File: src/rtl/alu_arbiter_if.sv
`default_nettype none
// ============================================================================
//  Module      : alu_arbiter_if
//  Description : Requester, response and ALU-side bus for alu_arbiter.
//                Requester k occupies slice k of each packed request vector.
//  Revision    : 1.0 - initial release
// ============================================================================
interface alu_arbiter_if #(
  parameter int DATA_WIDTH = 31
);
  // Requester channels
  logic [1:0]                  i_req_valid;
  logic [1:0]                  o_req_ready;
  logic [33:0]                 i_req_op;
  logic [2*(DATA_WIDTH+1)-1:0] i_req_rs1;
  logic [2*(DATA_WIDTH+1)-1:0] i_req_rs2;
  logic [63:0]                 i_req_imm;

  // Shared tagged response channel
  logic                        o_rsp_valid;
  logic                        o_rsp_id;
  logic [DATA_WIDTH:0]         o_rsp_data;
  logic                        i_rsp_ready;

  // ALU side
  logic [16:0]                 o_alu_op;
  logic [DATA_WIDTH:0]         o_alu_rs1;
  logic [DATA_WIDTH:0]         o_alu_rs2;
  logic [31:0]                 o_alu_imm;
  logic [DATA_WIDTH:0]         i_alu_rd_data;

  // Arbiter view
  modport slave (
    input  i_req_valid, i_req_op, i_req_rs1, i_req_rs2, i_req_imm,
    input  i_rsp_ready, i_alu_rd_data,
    output o_req_ready, o_rsp_valid, o_rsp_id, o_rsp_data,
    output o_alu_op, o_alu_rs1, o_alu_rs2, o_alu_imm
  );

  // Requester / consumer / ALU view
  modport master (
    output i_req_valid, i_req_op, i_req_rs1, i_req_rs2, i_req_imm,
    output i_rsp_ready, i_alu_rd_data,
    input  o_req_ready, o_rsp_valid, o_rsp_id, o_rsp_data,
    input  o_alu_op, o_alu_rs1, o_alu_rs2, o_alu_imm
  );
endinterface
`default_nettype wire

File: src/rtl/alu_arbiter.sv
`default_nettype none
// ============================================================================
//  Module      : alu_arbiter
//  Description : Round-robin sharing of one combinational ALU between two
//                requesters. The granted operation is latched into an operand
//                register driving the ALU, the result is captured one cycle
//                later and returned on a tagged response channel.
//  Revision    : 1.0 - initial release
// ============================================================================
module alu_arbiter #(
  parameter int DATA_WIDTH = 31
) (
  input  wire logic    clk,
  input  wire logic    clk_en,
  input  wire logic    rst,
  alu_arbiter_if.slave bus
);

  typedef enum logic [1:0] {
    IDLE = 2'd0,
    EXEC = 2'd1,
    RESP = 2'd2
  } state_t;

  state_t              state;
  state_t              next_state;
  logic                last_grant;
  logic                grant_idx;
  logic                can_accept;
  logic                accept;
  logic [1:0]          req_ready;

  logic [16:0]         op_q;
  logic [DATA_WIDTH:0] rs1_q;
  logic [DATA_WIDTH:0] rs2_q;
  logic [31:0]         imm_q;
  logic                id_q;
  logic [DATA_WIDTH:0] result_q;

  logic [16:0]         sel_op;
  logic [DATA_WIDTH:0] sel_rs1;
  logic [DATA_WIDTH:0] sel_rs2;
  logic [31:0]         sel_imm;

  // Arbitration, handshake and next-state decode
  always_comb begin
    next_state = state;
    grant_idx  = 1'b0;
    can_accept = 1'b0;
    accept     = 1'b0;
    req_ready  = 2'b00;

    // A tie goes to whoever did not win the last accepted handshake
    case (bus.i_req_valid)
      2'b01:   grant_idx = 1'b0;
      2'b10:   grant_idx = 1'b1;
      2'b11:   grant_idx = ~last_grant;
      default: grant_idx = 1'b0;
    endcase

    // New work can be taken when idle, or when the held result leaves now
    if (clk_en && !rst) begin
      case (state)
        IDLE:    can_accept = 1'b1;
        RESP:    can_accept = bus.i_rsp_ready;
        default: can_accept = 1'b0;
      endcase
    end

    if (can_accept && (bus.i_req_valid != 2'b00)) begin
      accept    = 1'b1;
      req_ready = grant_idx ? 2'b10 : 2'b01;
    end

    if (clk_en) begin
      case (state)
        IDLE: if (accept) next_state = EXEC;
        EXEC: next_state = RESP;
        RESP: if (bus.i_rsp_ready) next_state = accept ? EXEC : IDLE;
        default: next_state = IDLE;
      endcase
    end
  end

  // Slice out the granted requester's operation
  always_comb begin
    sel_op  = grant_idx ? bus.i_req_op[33:17]  : bus.i_req_op[16:0];
    sel_rs1 = grant_idx ? bus.i_req_rs1[DATA_WIDTH+1 +: DATA_WIDTH+1]
                        : bus.i_req_rs1[0 +: DATA_WIDTH+1];
    sel_rs2 = grant_idx ? bus.i_req_rs2[DATA_WIDTH+1 +: DATA_WIDTH+1]
                        : bus.i_req_rs2[0 +: DATA_WIDTH+1];
    sel_imm = grant_idx ? bus.i_req_imm[63:32] : bus.i_req_imm[31:0];
  end

  // State register; clk_en gating already lives in next_state
  always_ff @(posedge clk) begin
    if (rst) begin
      state <= IDLE;
    end else begin
      state <= next_state;
    end
  end

  // Operand register, owner id and round-robin pointer, loaded on accept
  always_ff @(posedge clk) begin
    if (rst) begin
      op_q       <= '0;
      rs1_q      <= '0;
      rs2_q      <= '0;
      imm_q      <= '0;
      id_q       <= 1'b0;
      last_grant <= 1'b1;
    end else if (accept) begin
      op_q       <= sel_op;
      rs1_q      <= sel_rs1;
      rs2_q      <= sel_rs2;
      imm_q      <= sel_imm;
      id_q       <= grant_idx;
      last_grant <= grant_idx;
    end
  end

  // Capture the ALU result after its single evaluation cycle
  always_ff @(posedge clk) begin
    if (rst) begin
      result_q <= '0;
    end else if (clk_en && (state == EXEC)) begin
      result_q <= bus.i_alu_rd_data;
    end
  end

  assign bus.o_req_ready = req_ready;
  assign bus.o_rsp_valid = (state == RESP);
  assign bus.o_rsp_id    = id_q;
  assign bus.o_rsp_data  = result_q;
  assign bus.o_alu_op    = op_q;
  assign bus.o_alu_rs1   = rs1_q;
  assign bus.o_alu_rs2   = rs2_q;
  assign bus.o_alu_imm   = imm_q;

endmodule
`default_nettype wire

File: src/flat_wrapper.sv
// flat-port wrapper written by rule: the top's interface ports become plain ports
module alu_arbiter_flat 
#(
  parameter int DATA_WIDTH = 31
)
  (clk, clk_en, rst, bus_i_req_valid, bus_i_req_op, bus_i_req_rs1, bus_i_req_rs2, bus_i_req_imm, bus_i_rsp_ready, bus_i_alu_rd_data, bus_o_req_ready, bus_o_rsp_valid, bus_o_rsp_id, bus_o_rsp_data, bus_o_alu_op, bus_o_alu_rs1, bus_o_alu_rs2, bus_o_alu_imm);
  alu_arbiter_if #(.DATA_WIDTH(DATA_WIDTH)) bus_i ();
  input  wire logic clk;
  input  wire logic clk_en;
  input  wire logic rst;
  input wire logic [$bits(bus_i.i_req_valid)-1:0] bus_i_req_valid;
  input wire logic [$bits(bus_i.i_req_op)-1:0] bus_i_req_op;
  input wire logic [$bits(bus_i.i_req_rs1)-1:0] bus_i_req_rs1;
  input wire logic [$bits(bus_i.i_req_rs2)-1:0] bus_i_req_rs2;
  input wire logic [$bits(bus_i.i_req_imm)-1:0] bus_i_req_imm;
  input wire logic [$bits(bus_i.i_rsp_ready)-1:0] bus_i_rsp_ready;
  input wire logic [$bits(bus_i.i_alu_rd_data)-1:0] bus_i_alu_rd_data;
  output wire logic [$bits(bus_i.o_req_ready)-1:0] bus_o_req_ready;
  output wire logic [$bits(bus_i.o_rsp_valid)-1:0] bus_o_rsp_valid;
  output wire logic [$bits(bus_i.o_rsp_id)-1:0] bus_o_rsp_id;
  output wire logic [$bits(bus_i.o_rsp_data)-1:0] bus_o_rsp_data;
  output wire logic [$bits(bus_i.o_alu_op)-1:0] bus_o_alu_op;
  output wire logic [$bits(bus_i.o_alu_rs1)-1:0] bus_o_alu_rs1;
  output wire logic [$bits(bus_i.o_alu_rs2)-1:0] bus_o_alu_rs2;
  output wire logic [$bits(bus_i.o_alu_imm)-1:0] bus_o_alu_imm;
  assign bus_i.i_req_valid = bus_i_req_valid;
  assign bus_i.i_req_op = bus_i_req_op;
  assign bus_i.i_req_rs1 = bus_i_req_rs1;
  assign bus_i.i_req_rs2 = bus_i_req_rs2;
  assign bus_i.i_req_imm = bus_i_req_imm;
  assign bus_i.i_rsp_ready = bus_i_rsp_ready;
  assign bus_i.i_alu_rd_data = bus_i_alu_rd_data;
  assign bus_o_req_ready = bus_i.o_req_ready;
  assign bus_o_rsp_valid = bus_i.o_rsp_valid;
  assign bus_o_rsp_id = bus_i.o_rsp_id;
  assign bus_o_rsp_data = bus_i.o_rsp_data;
  assign bus_o_alu_op = bus_i.o_alu_op;
  assign bus_o_alu_rs1 = bus_i.o_alu_rs1;
  assign bus_o_alu_rs2 = bus_i.o_alu_rs2;
  assign bus_o_alu_imm = bus_i.o_alu_imm;
  alu_arbiter #(.DATA_WIDTH(DATA_WIDTH)) u_core (.clk(clk), .clk_en(clk_en), .rst(rst), .bus(bus_i));
endmodule
File: config.mk
export PLATFORM = sky130hd
export DESIGN_NAME = alu_arbiter_flat
export DESIGN_NICKNAME = d
export VERILOG_FILES = /design/src/rtl/alu_arbiter_if.sv /design/src/rtl/alu_arbiter.sv /design/src/flat_wrapper.sv
export SDC_FILE = /design/constraint.sdc
export NUM_CORES = 1
export LEC_CHECK = 0
export ABC_AREA = 1
export BUFFER_PORTS_ARGS = -buffer_cell sky130_fd_sc_hd__clkbuf_2
export CAP_MARGIN = 40
export CORE_AREA = 2 2 158 160
export DETAILED_ROUTE_END_ITERATION = 8
export DIE_AREA = 0 0 160 162
export PLACE_DENSITY = 0.67
export SYNTH_ARGS = -nofsm -noshare
export SYNTH_HDL_FRONTEND = slang
export SYNTH_SLANG_ARGS = --single-unit
File: constraint.sdc
create_clock -name clk -period 1.2 [get_ports clk]
set_clock_uncertainty 0.05 [all_clocks]
set_input_delay 0.18 -clock clk [delete_from_list [all_inputs] [get_ports clk]]
set_output_delay 0.18 -clock clk [all_outputs]
set_load 0.01 [all_outputs]
; ---- After elaboration in Yosys (flattened, before gate mapping)
; Index checks and enable logic that the tools add are counted.
[word_totals]
output_inout_bits = 149
regBits = 149
wordCells = 36
input_bits = 264
[classes]
n_reduce_logical = 7
eq_ne = 6
bitwise = 1
n_mux = 14
[ops]
columns = operator, count
row1 = two-way mux 32 bit, 3
row2 = two-way mux 17 bit, 1
row3 = two-way mux 2 bit, 4
row4 = == test 2 bit (second input constant), 3
row5 = case mux 2 bit (3 select lines), 1
row6 = case mux 1 bit (2 select lines), 2
row7 = logical AND 1 bit, 3
row8 = two-way mux 1 bit, 3
row9 = AND reduction 3 bit, 1
row10 = == test 2 x 1 -> 1 bit (second input constant), 1
row11 = logical NOT 2 bit, 1
row12 = inequality test 2 x 1 -> 1 bit (second input constant), 1
row13 = inequality test 2 bit (second input constant), 1
row14 = nonzero test 2 bit, 1
row15 = logical NOT 1 bit, 1
row16 = inverter 1 bit, 1

; ---- Longest topological paths before layout
; Gate-level depths: netlist (run 1).
[logic_depth]
depth_word = 8
ltp_mapped = 9
ltp_nobuf = 7

; ---- Least setup slack after synthesis (run 1)
; OpenSTA, ideal clock, no wires.
[synth_timing]
path_type = reg2reg
startpoint = register u_core.state[0]
endpoint = register u_core.rs1_q[16] (netlist: u_core.bus.o_alu_rs1[16])
period_less_slack_ps = 1250
path_slack_ps = -50
setup_ps = 132
required_time_ps = 1018
path_buffers = 2
stages_incl_launch_ff = 9
arrival_ps = 1068
cell_sequence = dfxtp_1 nor2_2 nand2_2 inv_2 nand2_2 buf_4 buf_2 nand2_1 a21oi_1
[synth_via]
elab_chain_len = 5
elab_cells_between_ends = 6
classes_between = eq/ne (1) / mux (3) / reduce/logical (2)
[synth_lines]
columns = item, line
row1 = start: declaration, alu_arbiter.sv:25  ; state_t state;
row2 = start signal: assignment, alu_arbiter.sv:100  ; state <= next_state;
row3 = == test 2 bit or logical NOT 2 bit (tied branches), alu_arbiter.sv:63  ; case (state)
row4 = case mux 1 bit (2 select lines) (*), alu_arbiter.sv:63
row5 = two-way mux 1 bit (*), alu_arbiter.sv:62  ; if (clk_en && !rst) begin
row6 = logical AND 1 bit (*), alu_arbiter.sv:70  ; if (can_accept && (bus.i_req_valid != 2'b00)) begin
row7 = two-way mux 1 bit (*), alu_arbiter.sv:70
row8 = end signal: assignment, alu_arbiter.sv:115  ; rs1_q <= sel_rs1;
row9 = end: declaration, alu_arbiter.sv:34  ; logic [DATA_WIDTH:0] rs1_q;
; Mark *: on every way between the ends. The rest lies on a longest branch, timed or not.
; A chain may end at the register's enable or synchronous reset.

; ---- Worst setup path in the final report (run 1)
[layout_timing]
startpoint = register u_core.state[0]
endpoint = output port bus_o_req_ready[1]
[layout_via]
elab_chain_len = 5
elab_cells_between_ends = 6
classes_between = eq/ne (1) / mux (3) / reduce/logical (2)
[layout_lines]
columns = item, line
row1 = == test 2 bit or logical NOT 2 bit (tied branches), alu_arbiter.sv:63
row2 = case mux 1 bit (2 select lines) (*), alu_arbiter.sv:63
row3 = two-way mux 1 bit (*), alu_arbiter.sv:62
row4 = logical AND 1 bit (*), alu_arbiter.sv:70
row5 = two-way mux 2 bit (*), alu_arbiter.sv:70
row6 = end: declaration, flat_wrapper.sv:18  ; output wire logic [$bits(bus_i.o_req_ready)-1:0] bus_o_req_ready;
; Marks and branches as above.

==> metrics.md, run 1 <==
| Metric | Value |
|---|---|
| Status | `complete, but fails checks` |
| Failing checks | `negative setup slack` |
| CP Cell Sequence | `nor2_2 > nand2_2 > buf_6 > inv_4 > nand2_4 > nor2_4 > buf_8` |
| CP delay by family, top | `simple AND/OR/NAND/NOR gates` |
| Pre-CTS setup slack | `-0.213 ns` |
| Slew @ Worst Pin | `0.546 ns` |
| DRC viols | `0` |
| Power, Total | `14.0 mW` |
| Fin cells | `1853` |
| Share of the synthesized area in the top cell type | `0.436` |
| # IOs | `413` |
| Final Worst Setup Slack | `-0.484 ns` |
| Slew HR | `0.636` |
| Die Y | `162 um` |
| Routed vias | `8719` |
| Met2 usage | `0.387` |
| Mapped Nets | `1305` |
| GPL Wtd Cong | `0.867` |
| TritonCTS Sinks | `149` |
| Busiest layer in global routing | `met2` |
| Placed Cells incl. Taps | `1737` |
| Antenna Cells | `0` |
| CP arrival | `1.45 ns` |
| GRT Total Usage | `0.217` |
| Crit Path Category | `flip-flop to output pin` |
| Final period util | `1.40` |
| Yosys top cell by area | `dfxtp_1` |
| Reg2reg start | `u_core.state[0]$_SDFFE_PP0P_` |
| Final net count | `1780` |
| Slowest cell on crit path | `dfxtp_2` |
| Clk root buf | `clkbuf_16` |
| Startpoint types | `flip-flop` |
| Row count | `57` |
| Area Growth Syn to Fin | `92.8%` |
| Vias in the first global route | `8197` |
| Dominant cells by area after synthesis | `dfxtp_1 44%, nand2_1 25%, a21oi_1 11%` |
| Final slew viol count | `0` |
| Max_cap viols | `0` |
| Die ar. | `0.0259 mm^2` |
| Die X | `160 um` |
| RSZ-0062 raised after global routing | `yes` |
| Setup crit end kind | `output pin` |
| CTS tree | `done` |
| Fin crit period | `1.68 ns` |
| Cell area after synthesis | `0.00684 mm^2` |
| Hold_sp | `bus_i_req_imm[23]` |
| Max Freq | `0.594 GHz` |
| PD cells | `1060 mW/mm^2` |
| Synthesized flop and latch total | `149` |
| Clk_lat worst skew | `0.42 ns` |
| First DRT Iteration DRCs | `429` |
| Final WL | `31.1 mm` |
| Final ANT Viol Nets | `0` |
| Mapped Cells | `1041` |
| Final Setup Violations | `152` |
| Num CTS Buffers | `17` |
| First-pass GRT wire length | `44.1 mm` |
| Core ar. | `0.0241 mm^2` |
| Synth cell types | `16` |
| # port buffers | `412` |
| Max Root-Sink Buffers | `2` |
| Vias per cell | `4.71` |
| CP Launch Point | `u_core.state[0]$_SDFFE_PP0P_` |
| DP HPWL | `18.2 mm` |
| Peak supply drop | `0.689 mV` |
| Share of layout cells above drive strength 1 | `0.616` |
| Largest family of logic cells by synthesized area | `simple AND/OR/NAND/NOR gates` |
| DRT Pass-1 Iters | `5` |
| Met3 usage | `0.0429` |
| Fin util | `0.547` |
| Final global-route overflow total | `0` |
| Synthesized area per cell | `6.57 um^2` |
| Sequential fraction of the synthesis area | `0.436` |
| HP Class | `primary input to flip-flop` |
| DR WL/cell | `16.8 um` |
| Req. time, crit path | `0.97 ns` |
| Clock-pin slew on the worst setup and hold paths | `0.07 ns` |
| Slowest stage delay, CP | `0.34 ns` |
| Met1 Track Usage GR | `0.256` |
| Largest net degree at the start of global routing | `73` |
| Post-Synth Adder-Cell Area | `0` |
| Synth Area in Simple Gates | `0.346` |
| Total number of yosys warnings | `0` |
| Compound-gate portion of the synthesized area | `0.132` |
| Post-Synth XOR/XNOR Area | `0` |
| Initial Util | `0.284` |
| Proportion of synthesized area in mux cells | `0` |
| Fillers | `2214` |
| H-tree depth | `4` |
| Critical Path Fanout Max | `2` |
| Bufs and invs on worst path | `3` |
| Count of final hold-check violations | `0` |
| Initial antenna violation count | `0` |
| Leakage | `6.35 nW` |
==> kinds of logic (layout without fill, tap and decap cells) <==
kind of cell    after synthesis  count (layout)
simple gates                587             587
compound gates              181             181
flops                       149             149
buf+inv                     124             612
==> tightest hold or removal path: cells and delay by family <==
kind / cells / cell delay [ns]
compound gates: 1 / 0.04
buf+inv: 1 / 0.08
simple gates: 3 / 0.17
==> power breakdown <==
part / switching [mW] / internal (mW) / total, mW
Sequential: 0.199 / 5.19 / 5.39
Combinational: 1.77 / 1.62 / 3.39
Clock: 2.37 / 2.83 / 5.20
==> what timing repair did <==
item,in CTS,in global routing
hold buffers,32,0
setup buffers,22,13
pin swaps,5,56
setup endpoints to repair,141,159
gates resized for setup,114,520
endpoints found under the hold margin,32,0
gates cloned,24,4
==> per-stage QoR <==
| stage | area (um^2) | hold slack [ns] | setup TNS, ns |
|---|---|---|---|
| final | 13200 | 0.0266 | -53.89 |
| after global routing | 13200 | 0.0336 | -59.99 |
| after CTS | 11500 | 0.00784 | -42.78 |
| after detailed placement | 9470 | 0.383 | -17.60 |
| after global placement | 9470 | 0.380 | -14.86 |
| after floorplan | 6880 | 0.293 | 0 |
==> cell usage after synthesis <==
master	n
inv_2	2
clkbuf_1	40
nand2_1	461
buf_4	9
nand2_2	3
nor2_4	1
inv_1	38
buf_1	1
o21ai_0	34
nor2_1	7
nand3_1	114
buf_2	27
dfxtp_1	149
nor2_2	1
buf_6	7
a21oi_1	147
==> area by class of cell <==
cell class | instances | area, um^2 | share of cell area
multi-input cells | 768 | 4820 | 0.366
flip-flops and latches | 149 | 3110 | 0.236
well taps | 324 | 405 | 0.0307
repair buffers | 540 | 4130 | 0.313
clock inverters | 13 | 113 | 0.00854
inverters | 40 | 155 | 0.0118
clock buffers | 19 | 453 | 0.0344
==> per-layer routing <==
metal,vias to the layer above,part of all wire
met5,-,0
met3,70,0.058
li1,4303,-
met4,0,0.032
met1,3974,0.40
met2,372,0.51
==> worst paths after layout <==
path | to | slack [ns] | cells after the start
setup / recovery | bus_o_req_ready[1] | -0.48 | 7
hold / removal | u_core.bus.o_alu_imm[23]$_SDFFE_PP0N_ | 0.03 | 5
setup reg to reg | u_core.bus.o_alu_rs2[19]$_SDFFE_PP0N_ | -0.47 | 11
hold reg to reg | u_core.bus.o_rsp_data[21]$_SDFFE_PP0P_ | 0.39 | 2
==> placed cells by master (no fill, tap or decap), drive strengths merged, types with 3 or more instances in the layout <==
cell type    netlist  final
a21oi            147    147
nor2               9      9
o21ai             34     34
dfxtp            149    149
nand3            114    114
clkinv             0      3
dlygate4sd3        0     32
inv               40     48
buf               44    102
clkbuf            40    423
nand2            464    464
==> sequential cells by signal, summed over array words and instances, names as in the netlist <==
| register | count |
|---|---|
| u_core.bus.o_alu_rs2 | 32 |
| u_core.bus.o_rsp_data | 32 |
| u_core.bus.o_alu_rs1 | 32 |
| u_core.last_grant | 1 |
| u_core.state | 2 |
| u_core.bus.o_alu_imm | 32 |
| u_core.bus.o_rsp_id | 1 |
| u_core.bus.o_alu_op | 17 |
Power figures use the tool's default switching activity.
==> inputs of run 2 (changes only) <==
Clock period 1.2 ns to 1.45 ns, I/O delays scaled along.
==> metrics.md, run 2 (synthesis results as in run 1) <==
| Metric | Value |
|---|---|
| Status | `complete, but fails checks` |
| Failing checks | `negative setup slack` |
| Startpoint types | `flip-flop` |
| Internal | `7.54 mW` |
| Clock-pin slew on the worst setup and hold paths | `0.08 ns` |
| Crit Path Category | `flip-flop to flip-flop` |
| # IOs | `413` |
| Row count | `57` |
| Max Freq | `0.606 GHz` |
| CTS tree | `done` |
| Fillers | `2502` |
| Final ANT Viol Nets | `0` |
| Initial Util | `0.284` |
| Power, Total | `10.9 mW` |
| CP arrival | `1.96 ns` |
| Share of layout cells above drive strength 1 | `0.371` |
| Fin area | `0.0105 mm^2` |
| DRT Pass-1 Iters | `5` |
| Die ar. | `0.0259 mm^2` |
| Slowest cell on crit path | `dfxtp_2` |
| Critical Path Fanout Max | `15` |
| Clock power frac | `0.409` |
| Peak supply drop | `0.573 mV` |
| Area Growth Syn to Fin | `53.4%` |
| PD cells | `1040 mW/mm^2` |
| Final Worst Setup Slack | `-0.201 ns` |
| Sw power | `3.37 mW` |
| Die Y | `162 um` |
| CP Cell Sequence | `nand2_4 > nand2_8 > buf_12 > nand2_4 > inv_2 > buf_4 > buf_4 > buf_4 > buf_4 > buf_4 > buf_4 > nor2_2` |
| Commonest cells after routing, fill and taps aside | `451 x nand2_1, 407 x clkbuf_2, 146 x dfxtp_1, 133 x a21oi_1, 113 x nand3_1` |
| HP Class | `primary input to flip-flop` |
| Reg2reg setup slack | `-0.20 ns` |
| Most common cell after layout, fill and taps aside | `nand2_1` |
| Bufs and invs on worst path | `8` |
| Seq pwr share | `0.401` |
| RSZ-0062 raised after global routing | `yes` |
| Setup crit end kind | `flip-flop` |
| Final global-route overflow total | `0` |
| Final net count | `1709` |
| DP HPWL | `18.2 mm` |
| Hold WS | `0.0261 ns` |
| Final Setup Violations | `16` |
| Slowest stage delay, CP | `0.34 ns` |
| CP delay by family, top | `buffers and inverters` |
| Fin crit period | `1.65 ns` |
| Vias per cell | `4.64` |
| H-tree depth | `4` |
| Slew HR | `0.677` |
| Req. time, crit path | `1.76 ns` |
| GPL Wtd Cong | `0.845` |
| Final WL | `27.2 mm` |
| Antenna Cells | `0` |
| Initial antenna violation count | `0` |
| Max Root-Sink Buffers | `2` |
| Placed Area | `0.00928 mm^2` |
| First-pass GRT wire length | `38.2 mm` |
| Die X | `160 um` |
| Final slew viol count | `0` |
| # port buffers | `412` |
| Top cell by count, worst path | `buf_4` |
| Switching Share | `0.309` |
| Clk root buf | `clkbuf_16` |
| Slew @ Worst Pin | `0.484 ns` |
| GRT Total Usage | `0.183` |
| First DRT Iteration DRCs | `621` |
| Largest net degree at the start of global routing | `78` |
| Combinational power share | `0.190` |
| Count of final hold-check violations | `0` |
| DRC viols | `0` |
| Routed vias | `8269` |
| TritonCTS Sinks | `149` |
| Core ar. | `0.0241 mm^2` |
| Total negative setup slack | `-0.664 ns` |
| Final period util | `1.14` |
| DR WL/cell | `15.3 um` |
| Vias in the first global route | `7596` |
| Clk_lat worst skew | `0.41 ns` |
| Leakage | `5.24 nW` |
| Num CTS Buffers | `17` |
| Max_cap viols | `0` |
==> run 2: cell types whose count changed in the layout (fill, tap and decap cells not counted), sizes merged <==
cell / change
clkinv: +3
clkinvlp: -1
clkbuf: +8
buf: -49
dlygate4sd3: -30
bufbuf: -2
==> run 2: power by group through the flow <==
stage | registers [mW] | clock network, mW | logic [mW]
3_3_place_gp | 4.45 | 0 | 1.79
6_report | 4.37 | 4.46 | 2.07
4_1_cts | 4.37 | 4.62 | 1.86
3_5_place_dp | 4.46 | 0 | 1.79
5_1_grt | 4.39 | 4.79 | 2.27
2_1_floorplan | 4.54 | 0 | 0.863
==> run 2: worst paths after layout <==
kind         depth (start not counted)                               endpoint                             startpoint
max                                 12       u_core.bus.o_rsp_id$_SDFFE_PP0N_         u_core.last_grant$_SDFFE_PP1N_
min reg2reg                          2  u_core.bus.o_rsp_data[1]$_SDFFE_PP0P_  u_core.bus.o_rsp_data[1]$_SDFFE_PP0P_
min                                  3  u_core.bus.o_rsp_data[3]$_SDFFE_PP0P_                   bus_i_alu_rd_data[3]
max reg2reg                         12       u_core.bus.o_rsp_id$_SDFFE_PP0N_         u_core.last_grant$_SDFFE_PP1N_
==> run 2: final cells by class <==
cell class	count	area [um^2]	share of cell area
Multi-Input combinational cell	768	3400	0.325
Sequential cell	149	2990	0.285
Timing Repair Buffer	469	2940	0.280
Clock buffer	17	425	0.0406
Tap cell	324	405	0.0387
Clock inverter	15	180	0.0172
Inverter	40	150	0.0143
==> run 2: worst min-delay path, delay by kind of cell <==
family / cells / cell delay (ns)
buffers and inverters: 1 / 0.07
AO/OA/AOI/OAI: 2 / 0.18
==> run 2: per-layer routing <==
| metal | share of wire | vias to the layer above | global-route usage |
|---|---|---|---|
| met1 | 0.41 | 3700 | 0.211 |
| li1 | - | 4130 | - |
| met3 | 0.081 | 38 | 0.0465 |
| met5 | 0 | - | 0 |
| met2 | 0.48 | 401 | 0.325 |
| met4 | 0.026 | 0 | 0.0721 |
==> run 2: repair_timing <==
| item | in CTS | in global routing |
|---|---|---|
| buffers inserted | 10 | 4 |
| hold buffers | 2 | 0 |
| hold endpoints to repair | 2 | 0 |
| gates cloned | 1 | 12 |
| setup endpoints to repair | 3 | 117 |
| pin swaps | 17 | 24 |
| gates resized for setup | 17 | 47 |
==> run 2: through the flow <==
step,cells,setup WS (ns),utilization
floorplan,1041,0.170,-
global placement,1722,0.0132,0.385
detailed placement,1722,-0.00374,0.385
CTS,1767,-0.236,0.418
global route,1782,-0.266,0.435
finish,1782,-0.201,0.435
==> inputs of run 3 (changes only) <==
Settings changed: CELL_PAD_IN_SITES_DETAIL_PLACEMENT set to 0, CELL_PAD_IN_SITES_GLOBAL_PLACEMENT set to 1, CORE_AREA 2 2 158 160 to unset, CORE_MARGIN set to 2, CORE_UTILIZATION set to 26, DIE_AREA 0 0 160 162 to unset, GPL_ROUTABILITY_DRIVEN set to 0, PLACE_DENSITY 0.67 to 0.87.
==> metrics.md, run 3 (synthesis results as in run 1) <==
| Metric | Value |
|---|---|
| Startpoint types | `flip-flop` |
| Routed vias | `8061` |
| Clk root buf | `clkbuf_16` |
| GRT Total Usage | `0.177` |
| First-pass GRT wire length | `39.5 mm` |
| DR WL/cell | `14.6 um` |
| Final Worst Setup Slack | `-0.156 ns` |
| Num CTS Buffers | `17` |
| Pre-CTS setup slack | `-0.00768 ns` |
| Busiest layer in global routing | `met2` |
| Max Root-Sink Buffers | `2` |
| Final global-route overflow total | `0` |
| Most common cell after layout, fill and taps aside | `nand2_1` |
| Crit Path Category | `flip-flop to output pin` |
| CTS tree | `done` |
| Met1 Track Usage GR | `0.224` |
| Placed Cells incl. Taps | `1739` |
| Die ar. | `0.0276 mm^2` |
| TritonCTS Sinks | `149` |
| Sw power | `3.20 mW` |
| Critical Path Fanout Max | `3` |
| Clock-pin slew on the worst setup and hold paths | `0.08 ns` |
| Final period util | `1.11` |
| Total negative setup slack | `-0.307 ns` |
| DRT Pass-1 Iters | `4` |
| Final ANT Viol Nets | `0` |
| Clock power frac | `0.432` |
| Slowest stage delay, CP | `0.34 ns` |
| Internal | `7.96 mW` |
| DP HPWL | `18.6 mm` |
| CP delay by family, top | `flip-flops` |
| Req. time, crit path | `1.18 ns` |
| Vias per cell | `4.52` |
| H-tree depth | `4` |
| Bufs and invs on worst path | `3` |
| Die X | `166 um` |
| # IOs | `413` |
| RSZ-0062 raised after global routing | `yes` |
| Initial Util | `0.264` |
| Initial antenna violation count | `0` |
| Met3 usage | `0.0467` |
| Combinational power share | `0.176` |
| Row count | `59` |
| Max Freq | `0.623 GHz` |
| Slew @ Worst Pin | `0.321 ns` |
| Max_cap viols | `0` |
| Peak supply drop | `0.693 mV` |
| Core ar. | `0.0259 mm^2` |
| CP arrival | `1.34 ns` |
| Antenna Cells | `0` |
| Final net count | `1700` |
| Largest net degree at the start of global routing | `67` |
| Final WL | `26.1 mm` |
| Fin cells | `1784` |
| Power, Total | `11.2 mW` |
| PD cells | `1070 mW/mm^2` |
| Slew HR | `0.786` |
| Share of layout cells above drive strength 1 | `0.358` |
| Status | `complete, but fails checks` |
| Fin util | `0.401` |
| CP Cell Sequence | `nand2_1 > nand2_2 > nor2_4 > buf_6 > nand2_2 > inv_2 > buf_6` |
| Failing checks | `negative setup slack` |
| DRC viols | `0` |
| Seq pwr share | `0.392` |
| Clk_lat worst skew | `0.41 ns` |
| Setup crit end kind | `output pin` |
| # port buffers | `412` |
| Die Y | `166 um` |
| Met2 usage | `0.298` |
| Fin crit period | `1.61 ns` |
| Slowest cell on crit path | `dfxtp_2` |
| Commonest cells after routing, fill and taps aside | `458 x nand2_1, 407 x clkbuf_2, 146 x dfxtp_1, 140 x a21oi_1, 111 x nand3_1` |
| Final Setup Violations | `2` |
| Leakage | `5.21 nW` |
| HP Class | `primary input to flip-flop` |
| First DRT Iteration DRCs | `493` |
| Count of final hold-check violations | `0` |
| Area Growth Syn to Fin | `51.8%` |
| Vias in the first global route | `7487` |
| Switching Share | `0.286` |
| Final slew viol count | `0` |
## run 3: cell types whose count changed in the layout (fill, tap and decap cells not counted), sizes merged
cell,before,now
inv,48,50
clkbuf,431,428
bufbuf,0,1
buf,53,47
dlygate4sd3,2,1
clkinv,6,1
bufinv,0,3
## run 3: stage by stage
step | area [um^2] | hold WS (ns)
after global placement | 9370 | 0.380
after floorplan | 6840 | 0.331
after CTS | 10200 | 0.000409
after detailed placement | 9370 | 0.384
final | 10400 | 0.0211
after global routing | 10400 | 0.0101
## run 3: final timing paths
path,start,to,slack [ns],cells after the start
worst min register to register,u_core.bus.o_rsp_data[27]$_SDFFE_PP0P_,u_core.bus.o_rsp_data[27]$_SDFFE_PP0P_,0.39,2
worst max-delay path,u_core.state[1]$_SDFFE_PP0P_,bus_o_req_ready[0],-0.16,7
worst min-delay path,bus_i_alu_rd_data[6],u_core.bus.o_rsp_data[6]$_SDFFE_PP0P_,0.02,3
worst max register to register,u_core.last_grant$_SDFFE_PP1N_,u_core.bus.o_alu_rs1[23]$_SDFFE_PP0N_,0.06,8
## run 3: cell type report
cell class / instances / area [um^2]
well taps: 335 / 419
flip-flops and latches: 149 / 2990
clock buffers: 17 / 425
clock inverters: 15 / 204
repair buffers: 460 / 2840
fillers: 2759 / 15500
multi-input cells: 768 / 3350
inverters: 40 / 150
## run 3: worst reg2reg max path, stage by stage, from the launching register on
cell and delay [ns]:
dfxtp_2 0.35, nand2_4 0.07, nand2_8 0.10, buf_4 0.18, buf_12 0.18, nand2_1 0.11, nand2_1 0.09, nand2_1 0.06
a21oi_1 0.13
## run 3: timing repair
item,4_1_cts,5_1_grt
pin swaps,7,2
resized for setup,16,29
buffers inserted,6,0
hold buffers,1,0
endpoints found under the hold margin,1,0
gates cloned,3,3
setup endpoints to repair,11,115
## run 3: power by group through the flow
stage / Sequential (mW) / Combinational [mW] / Clock [mW]
3_5_place_dp: 4.46 / 1.81 / 0
2_1_floorplan: 4.54 / 0.863 / 0
4_1_cts: 4.37 / 1.92 / 5.00
5_1_grt: 4.39 / 2.18 / 5.18
6_report: 4.37 / 1.96 / 4.82
3_3_place_gp: 4.46 / 1.81 / 0
## run 3: layer usage
layer	vias up	part of all wire
li1	4110	-
met1	3601	0.44
met2	326	0.47
met3	24	0.072
met4	0	0.017
met5	-	0
